<file path="src/rtl/mem_arbiter.sv">
// mem_arbiter: arbitrates the fetch and load/store requesters onto one
// single-ported word memory. Data accesses win contention, but after
// MAX_DATA_STREAK back-to-back contended data grants the fetch path is
// forced through. Each granted request spends one ACCESS cycle on the
// memory. The owner of the request gets a one-cycle response strobe in
// the cycle after that.
module mem_arbiter #(
    parameter int unsigned WIDTH           = 32,
    parameter int unsigned MAX_DATA_STREAK = 4
) (
    input  logic             clk,
    input  logic             rst,

    input  logic             if_req_valid,
    output logic             if_req_ready,
    input  logic [WIDTH-1:0] if_addr,
    output logic             if_rsp_valid,
    output logic [WIDTH-1:0] if_rsp_data,

    input  logic             d_req_valid,
    output logic             d_req_ready,
    input  logic [WIDTH-1:0] d_addr,
    input  logic [WIDTH-1:0] d_wdata,
    input  logic             d_we,
    output logic             d_rsp_valid,
    output logic [WIDTH-1:0] d_rsp_rdata,

    output logic [WIDTH-1:0] m_addr,
    output logic [WIDTH-1:0] m_wdata,
    output logic             m_we,
    input  logic [WIDTH-1:0] m_rdata
);

    localparam int unsigned   SW         = $clog2(MAX_DATA_STREAK + 1);
    localparam logic [SW-1:0] STREAK_MAX = SW'(MAX_DATA_STREAK);

    if (MAX_DATA_STREAK < 1) begin : g_bad_streak
        $error("mem_arbiter: MAX_DATA_STREAK must be at least 1");
    end

    typedef enum logic {
        IDLE,
        ACCESS
    } state_t;

    typedef enum logic {
        OWN_FETCH,
        OWN_DATA
    } owner_t;

    state_t           state, state_next;
    logic [SW-1:0]    streak, streak_next;
    logic             grant_d, grant_i;

    logic [WIDTH-1:0] cmd_addr;
    logic [WIDTH-1:0] cmd_wdata;
    logic             cmd_we;
    owner_t           cmd_owner;

    // Grant decision, next state and streak update.
    always_comb begin
        d_req_ready  = 1'b0;
        if_req_ready = 1'b0;
        state_next   = state;
        streak_next  = streak;

        if (state == IDLE && !rst) begin
            // The two conditions are exclusive when both valids are high:
            // streak < MAX picks data and streak == MAX picks fetch.
            d_req_ready  = d_req_valid  && (!if_req_valid || streak <  STREAK_MAX);
            if_req_ready = if_req_valid && (!d_req_valid  || streak == STREAK_MAX);
        end

        grant_d = d_req_ready;
        grant_i = if_req_ready;

        case (state)
            IDLE:    if (grant_d || grant_i) state_next = ACCESS;
            ACCESS:  state_next = IDLE;
            default: state_next = IDLE;
        endcase

        if (grant_i) begin
            streak_next = '0;
        end else if (grant_d && if_req_valid && streak < STREAK_MAX) begin
            streak_next = streak + 1'b1;
        end
    end

    // State register and streak counter.
    always_ff @(posedge clk) begin
        if (rst) begin
            state  <= IDLE;
            streak <= '0;
        end else begin
            state  <= state_next;
            streak <= streak_next;
        end
    end

    // Command register: captures the granted request for its ACCESS cycle.
    always_ff @(posedge clk) begin
        if (rst) begin
            cmd_addr  <= '0;
            cmd_wdata <= '0;
            cmd_we    <= 1'b0;
            cmd_owner <= OWN_FETCH;
        end else if (grant_d) begin
            cmd_addr  <= {d_addr[WIDTH-1:2], 2'b00};
            cmd_wdata <= d_wdata;
            cmd_we    <= d_we;
            cmd_owner <= OWN_DATA;
        end else if (grant_i) begin
            cmd_addr  <= {if_addr[WIDTH-1:2], 2'b00};
            cmd_wdata <= '0;
            cmd_we    <= 1'b0;
            cmd_owner <= OWN_FETCH;
        end
    end

    // Response registers: the owner captures read data (or 0 for a store)
    // at the end of ACCESS; the other requester's data is left untouched.
    always_ff @(posedge clk) begin
        if (rst) begin
            if_rsp_valid <= 1'b0;
            d_rsp_valid  <= 1'b0;
            if_rsp_data  <= '0;
            d_rsp_rdata  <= '0;
        end else begin
            if_rsp_valid <= 1'b0;
            d_rsp_valid  <= 1'b0;
            if (state == ACCESS) begin
                if (cmd_owner == OWN_FETCH) begin
                    if_rsp_valid <= 1'b1;
                    if_rsp_data  <= m_rdata;
                end else begin
                    d_rsp_valid  <= 1'b1;
                    d_rsp_rdata  <= cmd_we ? '0 : m_rdata;
                end
            end
        end
    end

    // Memory port: address/data hold the last command between accesses.
    // The write enable is gated by rst so that an aborted store never commits.
    always_comb begin
        m_addr  = cmd_addr;
        m_wdata = cmd_wdata;
        m_we    = (state == ACCESS) && cmd_we && !rst;
    end

endmodule

</file>
<file path="config.mk">
export PLATFORM = sky130hd
export DESIGN_NAME = mem_arbiter
export DESIGN_NICKNAME = d
export VERILOG_FILES = /design/src/rtl/mem_arbiter.sv
export SDC_FILE = /design/constraint.sdc
export NUM_CORES = 1
export LEC_CHECK = 0
export CORE_ASPECT_RATIO = 0.5
export CORE_MARGIN = 10
export CORE_UTILIZATION = 44
export CTS_CLUSTER_SIZE = 24
export DETAILED_ROUTE_END_ITERATION = 10
export GPL_TIMING_DRIVEN = 0
export PLACE_DENSITY = 0.92
export SLEW_MARGIN = 20
export SYNTH_ARGS = -nofsm -noshare
export SYNTH_HDL_FRONTEND = slang
export SYNTH_SLANG_ARGS = --single-unit
</file>
<file path="constraint.sdc">
create_clock -name clk -period 4.53 [get_ports clk]
set_input_delay 1.359 -clock clk [delete_from_list [all_inputs] [get_ports clk]]
set_output_delay 1.359 -clock clk [all_outputs]
set_load 0.05 [all_outputs]
</file>
======== Yosys cells after proc, flatten, opt, wreduce, memory -nomap -nowiden ========
Cells that the tools add are included.
word-level totals
  bits in registers ....................... 134
  bits in latches ......................... 0
  bits in writable memories ............... 0
  ROM bits ................................ 0
  input port bits ......................... 133
  output and inout port bits .............. 133
  logic and storage cells ................. 47
  memories kept ........................... 0
cells by class
  add/subtract/negate cells ............... 1
  multipliers ............................. 0
  div/mod/pow operators ................... 0
  order comparisons ....................... 1
  equal/unequal tests ..................... 1
  shift-type cells ........................ 0
  muxes and demuxes ....................... 14
  bitwise gates (word level) .............. 2
  reduce and logical (&&, ||, !) cells .... 18
operators with widths
  kind                   number
  $mux W32               5
  $mux W1                8
  $logic_and A1 B1 Y1    7
  $reduce_and A2 Y1      2
  $reduce_or A2 Y1       2
  $add A3 B1 Y3 const B  1
  $eq A3 B3 Y1 const B   1
  $logic_not A1 Y1       3
  $logic_or A1 B1 Y1     3
  $lt A3 B3 Y1 const B   1
  $not A1 Y1             2
  $pmux W1 S2            1
  $reduce_bool A2 Y1     1

======== Longest topological paths before layout ========
  depth after elaboration ................. 7
  depth in mapped cells ................... 7
  depth with buffers taken out ............ 5

======== Worst setup path after synthesis ========
Ideal clock, no wire load.
  kind .................................... input -> output
  from .................................... input rst
  to ...................................... output m_we
  arrival time ............................ 3.070 ns
  required time ........................... 3.171 ns
  setup slack ............................. 0.101 ns
  stages .................................. 4
  buffers on the path ..................... 3
  path through ............................ buf_6 clkbuf_1 buf_2 nor3b_1
between the ends
  cells in the longest elaborated chain, start to end .. 2
ends and longest elaborated chain
  element              line  text
  from (decl)          12    input logic rst,
  $logic_not A1 Y1     149   m_we = (state == ACCESS) && cmd_we && !rst;
  $logic_and A1 B1 Y1  149
  to (decl)            30    output logic m_we,
Every way passes these cells.

======== Worst setup path after layout ========
  from .................................... input d_req_valid
  to ...................................... output if_req_ready
between the ends
  cells in the longest elaborated chain, start to end .. 4
ends and longest elaborated chain
  element              line  text
  from (decl)          20    input logic d_req_valid,
  $logic_not A1 Y1     71    if_req_ready = if_req_valid && (!d_req_valid || streak == STREAK_MAX);
  $logic_or A1 B1 Y1   71
  $logic_and A1 B1 Y1  71
  $mux W1              67    if (state == IDLE && !rst) begin
  to (decl)            15    output logic if_req_ready,
Every way passes these cells.

==> results.toml <==
[drt]
vias_per_cell = 5.70
ant_nets = 0
wl_per_cell_um = 21.0
drt-pass1-iter-count = 6
routed_wirelength_um = 21200
dr.first_iter.drc_count = 560
via_count = 5759
drc = 0

[placement]
placed_cells = 979
port_buffers = 257
routabilityCongestion = 0.819
hpwlAfterDp_um = 15700
place_area_um2 = 8190

[cells_and_area]
stdcell_count = 1010
final_cell_mix = "clkdlybuf4s50_1, dfxtp_1, nand2_1, a21oi_1, nand3_1"
layout-drive-gt1-share_pct = 12.1
seqCellArea_um2 = 2680
syn2layout_area_growth_pct = 62.7
final_common_cell = "clkdlybuf4s50_1"
utilization_pct = 73.8
num-fill-cells = 828
multiInputGateArea_um2 = 2350
final_nets = 967
antenna_cells = 0
design_area_um2 = 8790

[power]
ir_drop_mv = 0.258
internal_power_uw = 2430
power_density_nw_per_um2 = 394
p_sw_uw = 1040
sw_frac_of_total_pct = 29.9
power_frac_comb_pct = 21.8
p_leak_uw = 0.00314
pwr-share-seq_pct = 37.0
p_clk_share_pct = 41.2

[floorplan]
core-area_um2 = 11900
die_area_um2 = 17400
start_util_pct = 45.4
ios = 266
rows = 28
die_y_um = 98.4
die_w_um = 177

[setup_path]
path_class = "in -> out"
cp_num_cells = 5
endpoint_kind = "output port"
arrival_ns = 3.10
crit_fanout = 10
r2r_cells = 6
r2r_end = "m_addr[27]$_SDFFE_PP0P_"
cp_top_family = "buffers and inverters"
path_cells = "clkdlybuf4s50_1 > buf_2 > a21bo_2 > and3_1 > dlygate4sd2_1"
crit_path_start_kind = "input port"
cpPeakStageDelay_ns = 0.56
r2r_slack_ns = 2.56
worst-path-buf-inv = 3
startpoint = "d_req_valid"
cp_slowest_cell = "clkdlybuf4s50_1"
cp.required_ns = 3.17
timing.rr.start = "streak[0]$_SDFFE_PP0P_"

[min_path]
hold_path_class = "reg -> reg"
hp-start = "if_rsp_data[7]$_SDFFE_PP0P_"
holdPathStages = 2
holdPathEnd = "if_rsp_data[7]$_SDFFE_PP0P_"

[clock_tree]
h-tree-depth = 4
cts_tree = "done"
cts_buffer_depth = 2
cts_buffers = 17
root_buffer = "clkbuf_16"
clock_sinks = 134
clk_latency_ns = 0.41
clkTransAtPathRegs_ns = 0.06

[run]
maxCapViolCount = 0

[global_route]
grt_pass1_wl_um = 32000
overflow = 0
antenna_found_initial = 0
globalRouteMet2Util_pct = 42.5
grt_util_met1_pct = 24.4
met3_usage_pct = 4.96
first_global_vias = 5748
grt-busiest-layer = "met2"
grt_max_degree = 20
grt_usage_pct = 22.8

[timing]
min_period_over_period_pct = 98.5
rsz0062_at_grt = "no"
finalHoldWorstSlack_ns = 0.453
slew_headroom_pct = 47.1
finalSetupViolations = 0
hold_viol_final = 0
finalCriticalPeriod_ns = 4.46
finClkSkew_ns = 0.00831
fmax_mhz = 224
drv_slew = 0
worstMarginPinSlew_ns = 0.793

[synth]
syn_inst = 556
seq_area_frac_synth_pct = 49.7
synth_top_area_share_pct = 49.7
ys.flop_type = "dfxtp_1"
synth_top_area_cell = "dfxtp_1"
syn_area_per_cell_um2 = 9.72
synth_async_sr_flop_share_pct = 0
synth_edf_count = 0
ys_ff_latch = 134
netlist_area_um2 = 5400
ys_warn_count = 0
ys_top_cells_by_area = "dfxtp_1, a311oi_2, a22o_1"
ys_types = 37

[outcome]
status = "completed"
synth_stat cells (5+ instances only):
cell,instances
o31ai_1,18
clkbuf_1,31
dfxtp_1,134
nand3_1,50
a311oi_2,29
o21ai_0,30
buf_4,7
a21oi_1,53
a22o_1,47
inv_1,5
a31oi_1,31
buf_2,17
nand2_1,64
buf_6,8
per-stage QoR:
| step | worst slack (ns) | setup TNS, ns | power (uW) |
|---|---|---|---|
| final | 0.0679 | 0 | 3470 |
| after global routing | 0.0396 | 0 | 3570 |
| after CTS | 0.0287 | 0 | 3470 |
| after detailed placement | -0.246 | -0.431 | 2050 |
| after global placement | -0.225 | -0.369 | 2040 |
| after floorplan | 0.101 | 0 | 1740 |
worst min-delay path: stages (launching register included):
cell and delay [ns]:
dfxtp_1 0.30, nand2_1 0.05, a21oi_1 0.05
worst max path at each step:
stage                         endpoint  slack [ns]
final                     if_req_ready        0.07
after global routing      if_req_ready        0.04
after CTS                  d_req_ready        0.03
after detailed placement   d_req_ready       -0.25
after global placement     d_req_ready       -0.22
after floorplan                   m_we        0.10
area by class of cell:
type                    count  area share, %
well taps                 165           2.35
clock inverters            13           1.94
clock buffers              19           5.04
flip-flops and latches    134           30.5
multi-input cells         352           26.7
repair buffers            257           29.2
plain buffers              65           4.00
inverters                   5          0.214
power groups by stage:
stage / Clock (uW) / Sequential (uW) / Combinational, uW
3_5_place_dp: 0 / 1310 / 749
6_report: 1430 / 1280 / 756
2_1_floorplan: 0 / 1520 / 221
3_3_place_gp: 0 / 1300 / 735
5_1_grt: 1500 / 1290 / 791
4_1_cts: 1440 / 1280 / 754
sequential cells by signal (all words and copies together), names as in the netlist:
name	count
streak	3
if_rsp_data	32
if_rsp_valid	1
d_rsp_valid	1
m_wdata	32
d_rsp_rdata	32
m_addr	30
state	1
cmd_owner	1
cmd_we	1
metal layers:
metal	up-vias	part of all wire [%]
met5	-	0
met4	0	3.7
met3	54	5.9
met2	256	53
met1	2832	37
li1	2617	-
repair_timing:
action                                  CTS  global route
endpoints found under the setup margin    3             1
buffers inserted                          0             0
resized for setup                         3             1
hold buffers                              0             0
kinds of logic (layout without fill, tap and decap cells):
group | after synthesis | in the layout | share of synthesized area [%]
flip-flops | 134 | 134 | 49.7
adder cells (fa/ha/maj) | 2 | 2 | 0.463
AO/OA/AOI/OAI | 217 | 217 | 31.4
buffers and inverters | 71 | 359 | 6.92
other | 1 | 2 | 0.0694
AND/OR/NAND/NOR | 131 | 131 | 11.4
No activity file was read; power rests on OpenSTA's default activity.
